### src/rtl/serial_adder.sv
// Bit-serial WIDTH-bit adder: one full-adder cell reused per clock, LSB first, with a registered carry.
// Define SERIAL_ADDER_SUB_EN to add the i_sub port for two's-complement subtraction.
module serial_adder #(
  parameter int unsigned WIDTH = 8
) (
  input  logic             i_clk,
  input  logic             i_rst,
  input  logic             i_start,
  input  logic [WIDTH-1:0] i_a,
  input  logic [WIDTH-1:0] i_b,
  input  logic             i_cin,
`ifdef SERIAL_ADDER_SUB_EN
  input  logic             i_sub,
`endif
  output logic             o_busy,
  output logic             o_done,
  output logic [WIDTH-1:0] o_sum,
  output logic             o_cout
);

  localparam int unsigned CNT_W = (WIDTH > 1) ? $clog2(WIDTH) : 1;

  typedef enum logic [1:0] {
    S_IDLE  = 2'd0,
    S_SHIFT = 2'd1,
    S_DONE  = 2'd2
  } state_t;

  state_t             r_state;
  state_t             w_state_nxt;
  logic               w_accept;
  logic               w_last;

  logic [WIDTH-1:0]   r_a_sr;
  logic [WIDTH-1:0]   r_b_sr;
  logic [WIDTH-1:0]   r_sum_sr;
  logic               r_carry;
  logic [CNT_W-1:0]   r_cnt;
  logic [WIDTH-1:0]   r_sum;
  logic               r_cout;
  logic               r_busy;
  logic               r_done;

  logic               w_fa_sum;
  logic               w_fa_cout;
  logic [WIDTH-1:0]   w_sum_sr_nxt;
  logic [WIDTH-1:0]   w_b_load;
  logic               w_carry_load;

  // Single full-adder cell on the LSBs of the operand shift registers
  assign w_fa_sum     = r_a_sr[0] ^ r_b_sr[0] ^ r_carry;
  assign w_fa_cout    = (r_a_sr[0] & r_b_sr[0]) | (r_carry & (r_a_sr[0] ^ r_b_sr[0]));
  assign w_sum_sr_nxt = {w_fa_sum, r_sum_sr[WIDTH-1:1]};
  assign w_last       = (r_state == S_SHIFT) && (r_cnt == CNT_W'(WIDTH - 1));

`ifdef SERIAL_ADDER_SUB_EN
  // Subtraction is a + ~b + 1; cin is ignored in that mode
  assign w_b_load     = i_sub ? ~i_b : i_b;
  assign w_carry_load = i_sub ? 1'b1 : i_cin;
`else
  assign w_b_load     = i_b;
  assign w_carry_load = i_cin;
`endif

  always_ff @(posedge i_clk or posedge i_rst) begin
    if (i_rst) r_state <= S_IDLE;
    else       r_state <= w_state_nxt;
  end

  always_comb begin
    w_state_nxt = r_state;
    w_accept    = 1'b0;
    case (r_state)
      S_IDLE, S_DONE: begin
        if (i_start) begin
          w_accept    = 1'b1;
          w_state_nxt = S_SHIFT;
        end else begin
          w_state_nxt = S_IDLE;
        end
      end
      S_SHIFT: begin
        if (w_last) w_state_nxt = S_DONE;
      end
      default: w_state_nxt = S_IDLE;
    endcase
  end

  always_ff @(posedge i_clk or posedge i_rst) begin
    if (i_rst) begin
      r_a_sr   <= '0;
      r_b_sr   <= '0;
      r_sum_sr <= '0;
      r_carry  <= 1'b0;
      r_cnt    <= '0;
      r_sum    <= '0;
      r_cout   <= 1'b0;
      r_busy   <= 1'b0;
      r_done   <= 1'b0;
    end else begin
      r_busy <= (w_state_nxt == S_SHIFT);
      r_done <= (w_state_nxt == S_DONE);
      if (w_accept) begin
        r_a_sr  <= i_a;
        r_b_sr  <= w_b_load;
        r_carry <= w_carry_load;
        r_cnt   <= '0;
      end else if (r_state == S_SHIFT) begin
        r_a_sr   <= {1'b0, r_a_sr[WIDTH-1:1]};
        r_b_sr   <= {1'b0, r_b_sr[WIDTH-1:1]};
        r_sum_sr <= w_sum_sr_nxt;
        r_carry  <= w_fa_cout;
        r_cnt    <= r_cnt + CNT_W'(1);
        if (w_last) begin
          r_sum  <= w_sum_sr_nxt;
          r_cout <= w_fa_cout;
        end
      end
    end
  end

  assign o_busy = r_busy;
  assign o_done = r_done;
  assign o_sum  = r_sum;
  assign o_cout = r_cout;

endmodule

### config.mk
export PLATFORM = sky130hd
export DESIGN_NAME = serial_adder
export DESIGN_NICKNAME = d
export VERILOG_FILES = /design/src/rtl/serial_adder.sv
export SDC_FILE = /design/constraint.sdc
export NUM_CORES = 1
export LEC_CHECK = 0
export ABC_AREA = 1
export CAP_MARGIN = 25
export CELL_PAD_IN_SITES_DETAIL_PLACEMENT = 1
export CELL_PAD_IN_SITES_GLOBAL_PLACEMENT = 1
export CORE_AREA = 2 2 67 69
export CTS_CLUSTER_DIAMETER = 100
export CTS_CLUSTER_SIZE = 30
export DETAILED_ROUTE_END_ITERATION = 8
export DIE_AREA = 0 0 69 71
export DONT_BUFFER_PORTS = 1
export PLACE_DENSITY = 0.76
export REMOVE_ABC_BUFFERS = 1
export SLEW_MARGIN = 20
export SYNTH_ARGS = -nofsm -noshare
export SYNTH_HDL_FRONTEND = slang
export SYNTH_SLANG_ARGS = --single-unit
### constraint.sdc
create_clock -name i_clk -period 1.3 [get_ports i_clk]
set_input_delay 0 -clock i_clk [delete_from_list [all_inputs] [get_ports i_clk]]
set_output_delay 0 -clock i_clk [all_outputs]
set_load 0.01 [all_outputs]
## After elaboration in Yosys (flattened, before gate mapping)

Cells that the tools add are included.

- Output and inout port bits: 11
- Bits in registers: 41
- Logic and storage cells: 41
- Input bits: 20

- Reductions and logical operators: 6
- Bitwise gates (word level): 6
- Equality and inequality tests: 5
- $add $sub $neg: 1
- Muxes and demuxes: 13

Operator list:

| kind | count |
|---|---|
| two-way mux 8 bit | 4 |
| two-way mux 3 bit | 2 |
| two-way mux 1 bit | 5 |
| equality test 2 x 1 -> 1 bit, second input constant | 2 |
| equality test 2 bit, second input constant | 2 |
| one-hot mux 2 bit (2 select lines) | 1 |
| adder 3 x 1 -> 3 bit, second input constant | 1 |
| equality test 3 bit, second input constant | 1 |
| AND reduction 3 bit | 1 |
| bitwise AND 1 bit | 2 |
| zero test 2 bit | 1 |
| two-way mux 2 bit | 1 |
| AND reduction 2 bit | 1 |
| nonzero test 2 bit | 1 |
| OR reduction 2 bit | 1 |
| bitwise XOR 1 bit | 2 |
| logical AND 1 bit | 1 |
| NOT 1 bit | 1 |
| bitwise OR 1 bit | 1 |

## Logic depth before layout (Yosys ltp)

Gate-level depths: netlist (run 1).

- Word-level depth: 5
- Depth in mapped cells: 7
- Mapped depth without buffers: 6

## Worst setup path after synthesis (run 1)

Ideal clock, no wire load.

- Path type: register -> register
- From: register r_cnt[0]
- To: register r_cout, in the netlist o_cout
- Arrival time: 1.039 ns
- Data required time: 1.183 ns
- Library setup time: 0.117 ns
- Path buffers: 0
- Period minus slack after synthesis: 1.156 ns
- Cell stages (with the launch flop): 7
- Slack: 0.144 ns
- Cell sequence: dfrtp_1 -> ha_1 -> ha_1 -> inv_1 -> nor2_4 -> nand2_1 -> nand2_1

- Longest elaborated chain between the ends: 3

Ends and longest elaborated chain:

| element | line | RTL |
|---|---|---|
| from (decl) | 38 | `logic [CNT_W-1:0] r_cnt;` |
| from (signal assigned) | 113 | `r_cnt <= r_cnt + CNT_W'(1);` |
| equality test 3 bit | 54 | `assign w_last = (r_state == S_SHIFT) && (r_cnt == CNT_W'(WIDTH - 1));` |
| logical AND 1 bit | 54 |  |
| AND reduction 3 bit (no source line) | - |  |
| to (signal assigned) | 116 | `r_cout <= w_fa_cout;` |
| to (decl) | 40 | `logic r_cout;` |

No other way between the ends.
A chain may end at the register's enable or synchronous reset.

## Worst setup path in the final report (run 1)

- From: register r_a_sr[0]
- To: register r_carry

- Longest elaborated chain between the ends: 5
- Elaborated cells between the ends (all ways): 6

Ends and longest elaborated chain:

| element | line | RTL |
|---|---|---|
| from (decl) | 34 | `logic [WIDTH-1:0] r_a_sr;` |
| from (signal assigned) | 104 | `r_a_sr <= i_a;` |
| from (signal assigned) | 109 | `r_a_sr <= {1'b0, r_a_sr[WIDTH-1:1]};` |
| bitwise XOR 1 bit | 52 | `assign w_fa_cout = (r_a_sr[0] & r_b_sr[0]) \| (r_carry & (r_a_sr[0] ^ r_b_sr[0]));` |
| bitwise AND 1 bit | 52 |  |
| bitwise OR 1 bit * | 52 |  |
| named net w_fa_cout | 45 | `logic w_fa_cout;` |
| two-way mux 1 bit * | 108 | `end else if (r_state == S_SHIFT) begin` |
| two-way mux 1 bit * | 103 | `if (w_accept) begin` |
| to (signal assigned) | 106 | `r_carry <= w_carry_load;` |
| to (signal assigned) | 112 | `r_carry <= w_fa_cout;` |
| to (decl) | 37 | `logic r_carry;` |

The timed path passes the listed nets; every way through them passes the cells marked *. The select of a mux whose other input is x is not followed.

==> results of run 1 <==
-- stage by stage --
step	worst slack, ps	total power, mW
after floorplan	-68.40	3.476
after CTS	0.1641	5.149
final	69.49	5.162
after detailed placement	14.14	4.159
after global routing	-5.124	5.648
after global placement	87.74	4.061
-- placed cells by master, fill, tap and decap left out --
cell / n
sky130_fd_sc_hd__fa_1: 1
sky130_fd_sc_hd__nand2_4: 2
sky130_fd_sc_hd__dlymetal6s4s_1: 1
sky130_fd_sc_hd__nand2_1: 83
sky130_fd_sc_hd__o21ai_0: 4
sky130_fd_sc_hd__dfrtp_1: 40
sky130_fd_sc_hd__ha_1: 1
sky130_fd_sc_hd__nor2_4: 2
sky130_fd_sc_hd__inv_4: 1
sky130_fd_sc_hd__or2_2: 1
sky130_fd_sc_hd__nand2_2: 1
sky130_fd_sc_hd__clkbuf_8: 7
sky130_fd_sc_hd__dlygate4sd3_1: 18
sky130_fd_sc_hd__inv_2: 2
sky130_fd_sc_hd__nor2_1: 1
sky130_fd_sc_hd__inv_1: 18
sky130_fd_sc_hd__ha_2: 1
sky130_fd_sc_hd__buf_4: 12
sky130_fd_sc_hd__nor2_8: 1
sky130_fd_sc_hd__nand3_1: 50
-- what timing repair did --
item / in CTS / in global routing
hold endpoints to repair: 58 / 0
endpoints found under the setup margin: 0 / 16
buffers inserted: 0 / 0
hold buffers: 19 / 0
gates resized for setup: 0 / 5
-- kinds of logic (layout without fill, tap and decap cells) --
| family | Yosys count | after routing | share of synthesized area, % |
|---|---|---|---|
| AOI/OAI and AO/OA | 4 | 4 | 1.080 |
| DFF | 40 | 40 | 54.02 |
| adders and majority gates | 3 | 3 | 2.431 |
| buffers and inverters | 32 | 59 | 8.642 |
| and+or+nand+nor | 140 | 141 | 33.83 |
-- power by group through the flow --
stage | registers, mW | clock network [mW] | logic, mW
3_3_place_gp | 2.24 | 0 | 1.82
5_1_grt | 2.31 | 0.982 | 2.35
4_1_cts | 2.24 | 0.923 | 1.99
6_report | 2.24 | 0.899 | 2.02
2_1_floorplan | 2.20 | 0 | 1.28
3_5_place_dp | 2.25 | 0 | 1.91
-- routing by layer --
metal	GRT usage, %	vias up
li1	-	742
met2	30.98	34
met3	5.128	7
met4	6.536	0
met5	0	-
met1	27.25	755
-- state kept, by name, summed over array words and instances, names as in the netlist --
register  cells
r_carry       1
o_done        1
r_a_sr        8
r_state       2
r_sum_sr      7
o_cout        1
r_b_sr        8
r_cnt         3
o_busy        1
o_sum         8
-- path summary, 6_finish.rpt --
kind,to,from,cells past startpoint,slack (ps)
worst min register to register,o_sum[6],r_sum_sr[7],2,490
worst max register to register,r_carry,r_a_sr[0],5,70
worst max-delay path,r_carry,r_a_sr[0],5,70
worst min-delay path,o_busy,i_rst,3,210
max in group asynchronous,r_a_sr[2],i_rst,3,790
min in group i_clk,r_b_sr[7],i_b[7],3,360
-- critical path: stages (launching register included) --
cell and delay [ps]:
sky130_fd_sc_hd__dfrtp_1 410, sky130_fd_sc_hd__fa_1 460, sky130_fd_sc_hd__nand3_1 110, sky130_fd_sc_hd__nand2_1 60
sky130_fd_sc_hd__inv_1 50, sky130_fd_sc_hd__nand2_1 40
-- layout make-up --
cell class | instances | area, sq um | area share [%]
Sequential cell | 40 | 1001 | 44.74
Inverter | 21 | 81.33 | 3.635
Tap cell | 52 | 65.06 | 2.908
Clock buffer | 7 | 96.34 | 4.306
Timing Repair Buffer | 31 | 282.8 | 12.64
Multi-Input combinational cell | 148 | 710.7 | 31.77
==> summary.json, run 1 <==
{
  "routed-wl-met2_um": 2184,
  "critical_path_class": "reg -> reg",
  "net-switching-power_mw": 2.096,
  "clock_skew_ps": 10.21,
  "p_sw_share_pct": 40.60,
  "count_of_antenna_diodes_in_the_layout": 0,
  "timing_hold_violations_final": 0,
  "cp-start-kind": "flip-flop",
  "drv.max_cap_violation_count": 0,
  "yosys.cell_count.top_type": "sky130_fd_sc_hd__nand2_1",
  "dr.pass1.iters": 4,
  "detailed_place.area_sq_um": 1929,
  "finalNonFillerCells": 299,
  "cp_max_fo": 2,
  "via_per_inst": 5.144,
  "filler_cell_count": 508,
  "path_clk_slew_ps": 80,
  "fin_util_pct": 53.21,
  "worst_setup_ep_type": "flip-flop",
  "met3RoutedLength_um": 178,
  "finish.net_count": 270,
  "die_area_sq_um": 4899,
  "synth.area.top_cells": "sky130_fd_sc_hd__dfrtp_1 54%, sky130_fd_sc_hd__nand2_1 17%, sky130_fd_sc_hd__nand3_1 14%",
  "initial_antenna_violation_count": 0,
  "globalRoute.totalOverflow": 0,
  "power.static_leakage_nw": 1.206,
  "design.core.area_sq_um": 4204,
  "htreeDepth": 2,
  "synth_area_sq_um": 1853,
  "postSynthCellCount": 219,
  "worst_ir_drop_vdd_mv": 0.8958,
  "combPwrFrac_pct": 39.1,
  "synth_seq_area_share_pct": 54.02,
  "cts_root_buf": "sky130_fd_sc_hd__clkbuf_8",
  "boundaryPins": 31,
  "initialDrtViolationCount": 81,
  "ys_dominant_reg_cell": "sky130_fd_sc_hd__dfrtp_1",
  "ys.warnings.count": 0,
  "dp_cells": 272,
  "die_w_um": 69,
  "floorplan.initialDensity_pct": 44.08,
  "io_buffers": 0,
  "detailroute.via_count": 1538,
  "cts_inserted_buffers": 5,
  "fin_area_sq_um": 2237,
  "area_delta_synth_final_pct": 20.73,
  "power_frac_clock_pct": 17.4,
  "final_antenna_net_count": 0,
  "drt-total-wl_um": 4474,
  "slew_headroom_pct": 57.01,
  "setup_viol": 0,
  "num_rows": 24,
  "tritoncts": "done",
  "globalplace.congestion": 0.7488,
  "vias_in_the_first_global_route": 1545,
  "detailed_place_hpwl_um": 2713,
  "cp_data_required_time_ps": 1500,
  "met1Wirelength_um": 2046,
  "synth_top_cell_by_area": "sky130_fd_sc_hd__dfrtp_1",
  "worst_skew_pair.late_latency_ps": 300,
  "layout-drive-gt1-share_pct": 12.15,
  "timing_max_transition_violations_final": 0,
  "cts_sinks": 40,
  "wire_per_inst_um": 14.96,
  "synth.lib_cells_used.distinct": 19,
  "clock.fmax_mhz": 812.7,
  "seq_power_share_pct": 43.5,
  "min-delay-path-class": "in -> async",
  "internal_power_mw": 3.066,
  "pwr_density_cell_nw_per_um2": 2307,
  "floorplan.die.height_um": 71,
  "finalCriticalPeriod_ps": 1231,
  "hold_slack_ps": 211.3,
  "highest-signal-layer": "met4",
  "ys_seq_elements": 40,
  "postSynth.asyncResetShare_pct": 100.0,
  "cp.arrival_ps": 1430,
  "post_synth.cell_area_avg_sq_um": 8.461,
  "remaining_drc_errors": 0,
  "synth_enable_flop_cells": 0,
  "netlist.area_leader.share_pct": 54.02,
  "tns_ps": 0,
  "worst_pin_slew_ps": 644.9,
  "globalRouteTotalUtil_pct": 19.85,
  "finalCritPeriodShare_pct": 94.65,
  "cts-root-to-sink-buffers": 2,
  "grt_pass1_wl_um": 7638,
  "status": "finished, final reports clean",
  "grt_max_degree": 26,
  "synth.cells.most_frequent": "83 x sky130_fd_sc_hd__nand2_1, 50 x sky130_fd_sc_hd__nand3_1, 40 x sky130_fd_sc_hd__dfrtp_1, 19 x sky130_fd_sc_hd__inv_1, 5 x sky130_fd_sc_hd__buf_2"
}
Power figures use the tool's default switching activity.
==> inputs of run 2 (changes only) <==
Settings changed: CELL_PAD_IN_SITES_DETAIL_PLACEMENT 1 to 0, CELL_PAD_IN_SITES_GLOBAL_PLACEMENT 1 to 2, CORE_AREA 2 2 67 69 to 2 2 74 76, DIE_AREA 0 0 69 71 to 0 0 76 78, PLACE_DENSITY 0.76 to 0.77.
==> summary.json, run 2 (synthesis results as in run 1) <==
{
  "timing_hold_violations_final": {"value": 17, "change": "+17"},
  "detailed_place_hpwl": {"value": 2460, "unit": "um", "change": "-9.3%"},
  "fin_area": {"value": 2185, "unit": "sq um", "change": "-2.3%"},
  "clock.fmax": {"value": 823.7, "unit": "MHz", "change": "+1.4%"},
  "wire_per_inst": {"value": 11.93, "unit": "um", "change": "-20%"},
  "multiInputGateArea": {"value": 708.2, "unit": "sq um", "change": "-0.35%"},
  "worst_setup_ep_type": "flip-flop",
  "area_delta_synth_final_pct": 17.89,
  "htreeDepth": {"value": 2, "change": "unchanged"},
  "globalplace.congestion": {"value": 0.7460, "change": "-0.37%"},
  "cp_max_fo": {"value": 5, "change": "+3"},
  "timing_max_transition_violations_final": {"value": 0, "change": "unchanged"},
  "die_area": {"value": 5928, "unit": "sq um", "change": "+21%"},
  "finalNonFillerCells": {"value": 309, "change": "+3.3%"},
  "status": "finished, violations left",
  "worst_pin_slew": {"value": 490.6, "unit": "ps", "change": "-154.3 ps"},
  "grt_pass1_wl": {"value": 6279, "unit": "um", "change": "-18%"},
  "via_per_inst": {"value": 4.599, "change": "-11%"},
  "io_buffers": {"value": 0, "change": "unchanged"},
  "cp_data_required_time": {"value": 1480, "unit": "ps", "change": "-20 ps"},
  "min-delay-path-class": "in -> reg",
  "critical_path_class": "reg -> reg",
  "grt_max_degree": {"value": 41, "change": "+58%"},
  "detailed_place.area": {"value": 1922, "unit": "sq um", "change": "-0.39%"},
  "filler_cell_count": {"value": 524, "change": "+3.1%"},
  "cts_inserted_buffers": {"value": 5, "change": "unchanged"},
  "worst_r2r_startpoint": "r_cnt[0]",
  "hold_slack": {"value": -76.99, "unit": "ps", "change": "-288.3 ps"},
  "die_w": {"value": 76, "unit": "um", "change": "+10%"},
  "power_consumption": {"value": 5.065, "unit": "mW", "change": "-1.9%"},
  "fin_util": {"value": 43.33, "unit": "%", "change": "-9.9 points"},
  "sequential_cell_area": {"value": 1002, "unit": "sq um", "change": "+0.12%"},
  "grt_setup_unrepaired": "no",
  "initial_antenna_violation_count": {"value": 0, "change": "unchanged"},
  "drv.max_cap_violation_count": {"value": 0, "change": "unchanged"},
  "clock_skew": {"value": 2.731, "unit": "ps", "change": "-7.480 ps"},
  "floorplan.die.height": {"value": 78, "unit": "um", "change": "+9.9%"},
  "pwr_density_cell": {"value": 2319, "unit": "nW/um^2", "change": "+0.49%"},
  "floorplan.initialDensity": {"value": 36.75, "unit": "%", "change": "-7.3 points"},
  "critical_path.startpoint": "r_cnt[0]",
  "finalCriticalPeriod": {"value": 1214, "unit": "ps", "change": "-16.53 ps"},
  "hp-start": "i_start",
  "remaining_drc_errors": {"value": 0, "change": "unchanged"},
  "violations": "hold timing",
  "cp-start-kind": "flip-flop",
  "boundaryPins": {"value": 31, "change": "unchanged"},
  "tns": {"value": 0, "unit": "ps", "change": "unchanged"},
  "cp.arrival": {"value": 1390, "unit": "ps", "change": "-40 ps"},
  "dp_cells": {"value": 286, "change": "+5.1%"},
  "num_rows": {"value": 26, "change": "+8.3%"},
  "cts_sinks": {"value": 40, "change": "unchanged"},
  "initialDrtViolationCount": {"value": 85, "change": "+4.9%"},
  "finalCritPeriodShare": {"value": 93.38, "unit": "%", "change": "-1.3 points"},
  "final_antenna_net_count": {"value": 0, "change": "unchanged"},
  "layout_commonest_cell": "sky130_fd_sc_hd__nand2_1",
  "cts_root_buf": "sky130_fd_sc_hd__clkbuf_8",
  "detailroute.via_count": {"value": 1421, "change": "-7.6%"},
  "dr.pass1.iters": {"value": 5, "change": "+1"},
  "postLayoutSetupSlackWorst": {"value": 86.02, "unit": "ps", "change": "+16.53 ps"},
  "path_clk_slew": {"value": 70, "unit": "ps", "change": "about the same"},
  "worst_skew_pair.late_latency": {"value": 290, "unit": "ps", "change": "about the same"},
  "finish.net_count": {"value": 261, "change": "-3.3%"},
  "layout-drive-gt1-share": {"value": 12.13, "unit": "%", "change": "about the same"},
  "tritoncts": "done",
  "commonest_cells_after_routing_fill_and_taps_aside": "83 x sky130_fd_sc_hd__nand2_1, 50 x sky130_fd_sc_hd__nand3_1, 39 x sky130_fd_sc_hd__dfrtp_1",
  "vias_in_the_first_global_route": {"value": 1403, "change": "-9.2%"},
  "design.core.area": {"value": 5042, "unit": "sq um", "change": "+20%"},
  "slew_headroom": {"value": 67.30, "unit": "%", "change": "+10 points"},
  "count_of_antenna_diodes_in_the_layout": {"value": 0, "change": "unchanged"},
  "drt-total-wl": {"value": 3686, "unit": "um", "change": "-18%"},
  "setup_viol": {"value": 0, "change": "unchanged"},
  "preCtsSetupSlack": {"value": 14.98, "unit": "ps", "change": "+0.8472 ps"},
  "cts-root-to-sink-buffers": {"value": 2, "change": "unchanged"},
  "globalRoute.totalOverflow": {"value": 0, "change": "unchanged"},
  "globalRouteTotalUtil": {"value": 13.40, "unit": "%", "change": "-6.4 points"},
  "power.static_leakage": {"value": 1.152, "unit": "nW", "change": "-4.5%"},
  "worst_ir_drop_vdd": {"value": 0.7527, "unit": "mV", "change": "-16%"}
}
-- run 2: cell count changes in the layout (fill, tap and decap cells not counted) --
cell and change:
sky130_fd_sc_hd__fa_1 -1, sky130_fd_sc_hd__nand2_4 -1, sky130_fd_sc_hd__buf_4 -3, sky130_fd_sc_hd__clkinv_2 +1
sky130_fd_sc_hd__fa_2 +1, sky130_fd_sc_hd__dlygate4sd3_1 -5, sky130_fd_sc_hd__dfrtp_2 +1, sky130_fd_sc_hd__dlymetal6s4s_1 -1
sky130_fd_sc_hd__nand2_2 +1, sky130_fd_sc_hd__bufinv_16 +1, sky130_fd_sc_hd__dfrtp_1 -1, sky130_fd_sc_hd__clkbuf_8 -2
sky130_fd_sc_hd__clkbuf_1 +1
-- run 2: final cells by class --
type | count | area share [%]
inverter | 21 | 3.723
clock buffer | 6 | 3.322
tap | 70 | 4.009
clock inverter | 2 | 1.604
sequential | 40 | 45.88
multi-input combinational | 148 | 32.42
timing repair buffer | 22 | 9.049
-- run 2: worst max-delay path: stages, from the launching register on --
cell                      delay [ps]
sky130_fd_sc_hd__dfrtp_1         400
sky130_fd_sc_hd__ha_1            210
sky130_fd_sc_hd__ha_2            200
sky130_fd_sc_hd__inv_2           110
sky130_fd_sc_hd__nor2_4           70
sky130_fd_sc_hd__nand2_1          70
sky130_fd_sc_hd__nand2_1          50
-- run 2: report_power, final --
part	total (mW)	switching [mW]	internal [mW]	leakage, nW
clock	0.984	0.415	0.570	0.0552
combinational	1.85	1.11	0.740	0.593
sequential	2.23	0.426	1.80	0.504
total	5.07	1.95	3.11	1.15
-- run 2: worst paths after layout --
kind | end | slack [ps] | cells after the start
min reg2reg | o_sum[6] | 490 | 2
max | o_sum[6] | 90 | 6
max reg2reg | o_sum[6] | 90 | 6
max in group asynchronous | r_state[1] | 660 | 3
min in group asynchronous | r_a_sr[7] | 270 | 3
min | r_a_sr[1] | -80 | 4
-- run 2: timing repair --
action / CTS / global route
resized for setup: 0 / 5
buffers inserted: 0 / 1
gates cloned: 0 / 1
pin swaps: 1 / 1
hold endpoints to repair: 60 / 17
setup endpoints to repair: 4 / 10
hold buffers: 9 / 4
-- run 2: routing by layer --
layer  routed length [um]  GRT usage [%]  part of all wire (%)  vias up
li1                     -              -                     -      723
met1                 1593          15.02                    43      651
met2                 1834          23.39                    50       43
met3                  223          4.651                   6.0        4
met4                   34          5.455                  0.92        0
met5                    0              0                     0        -
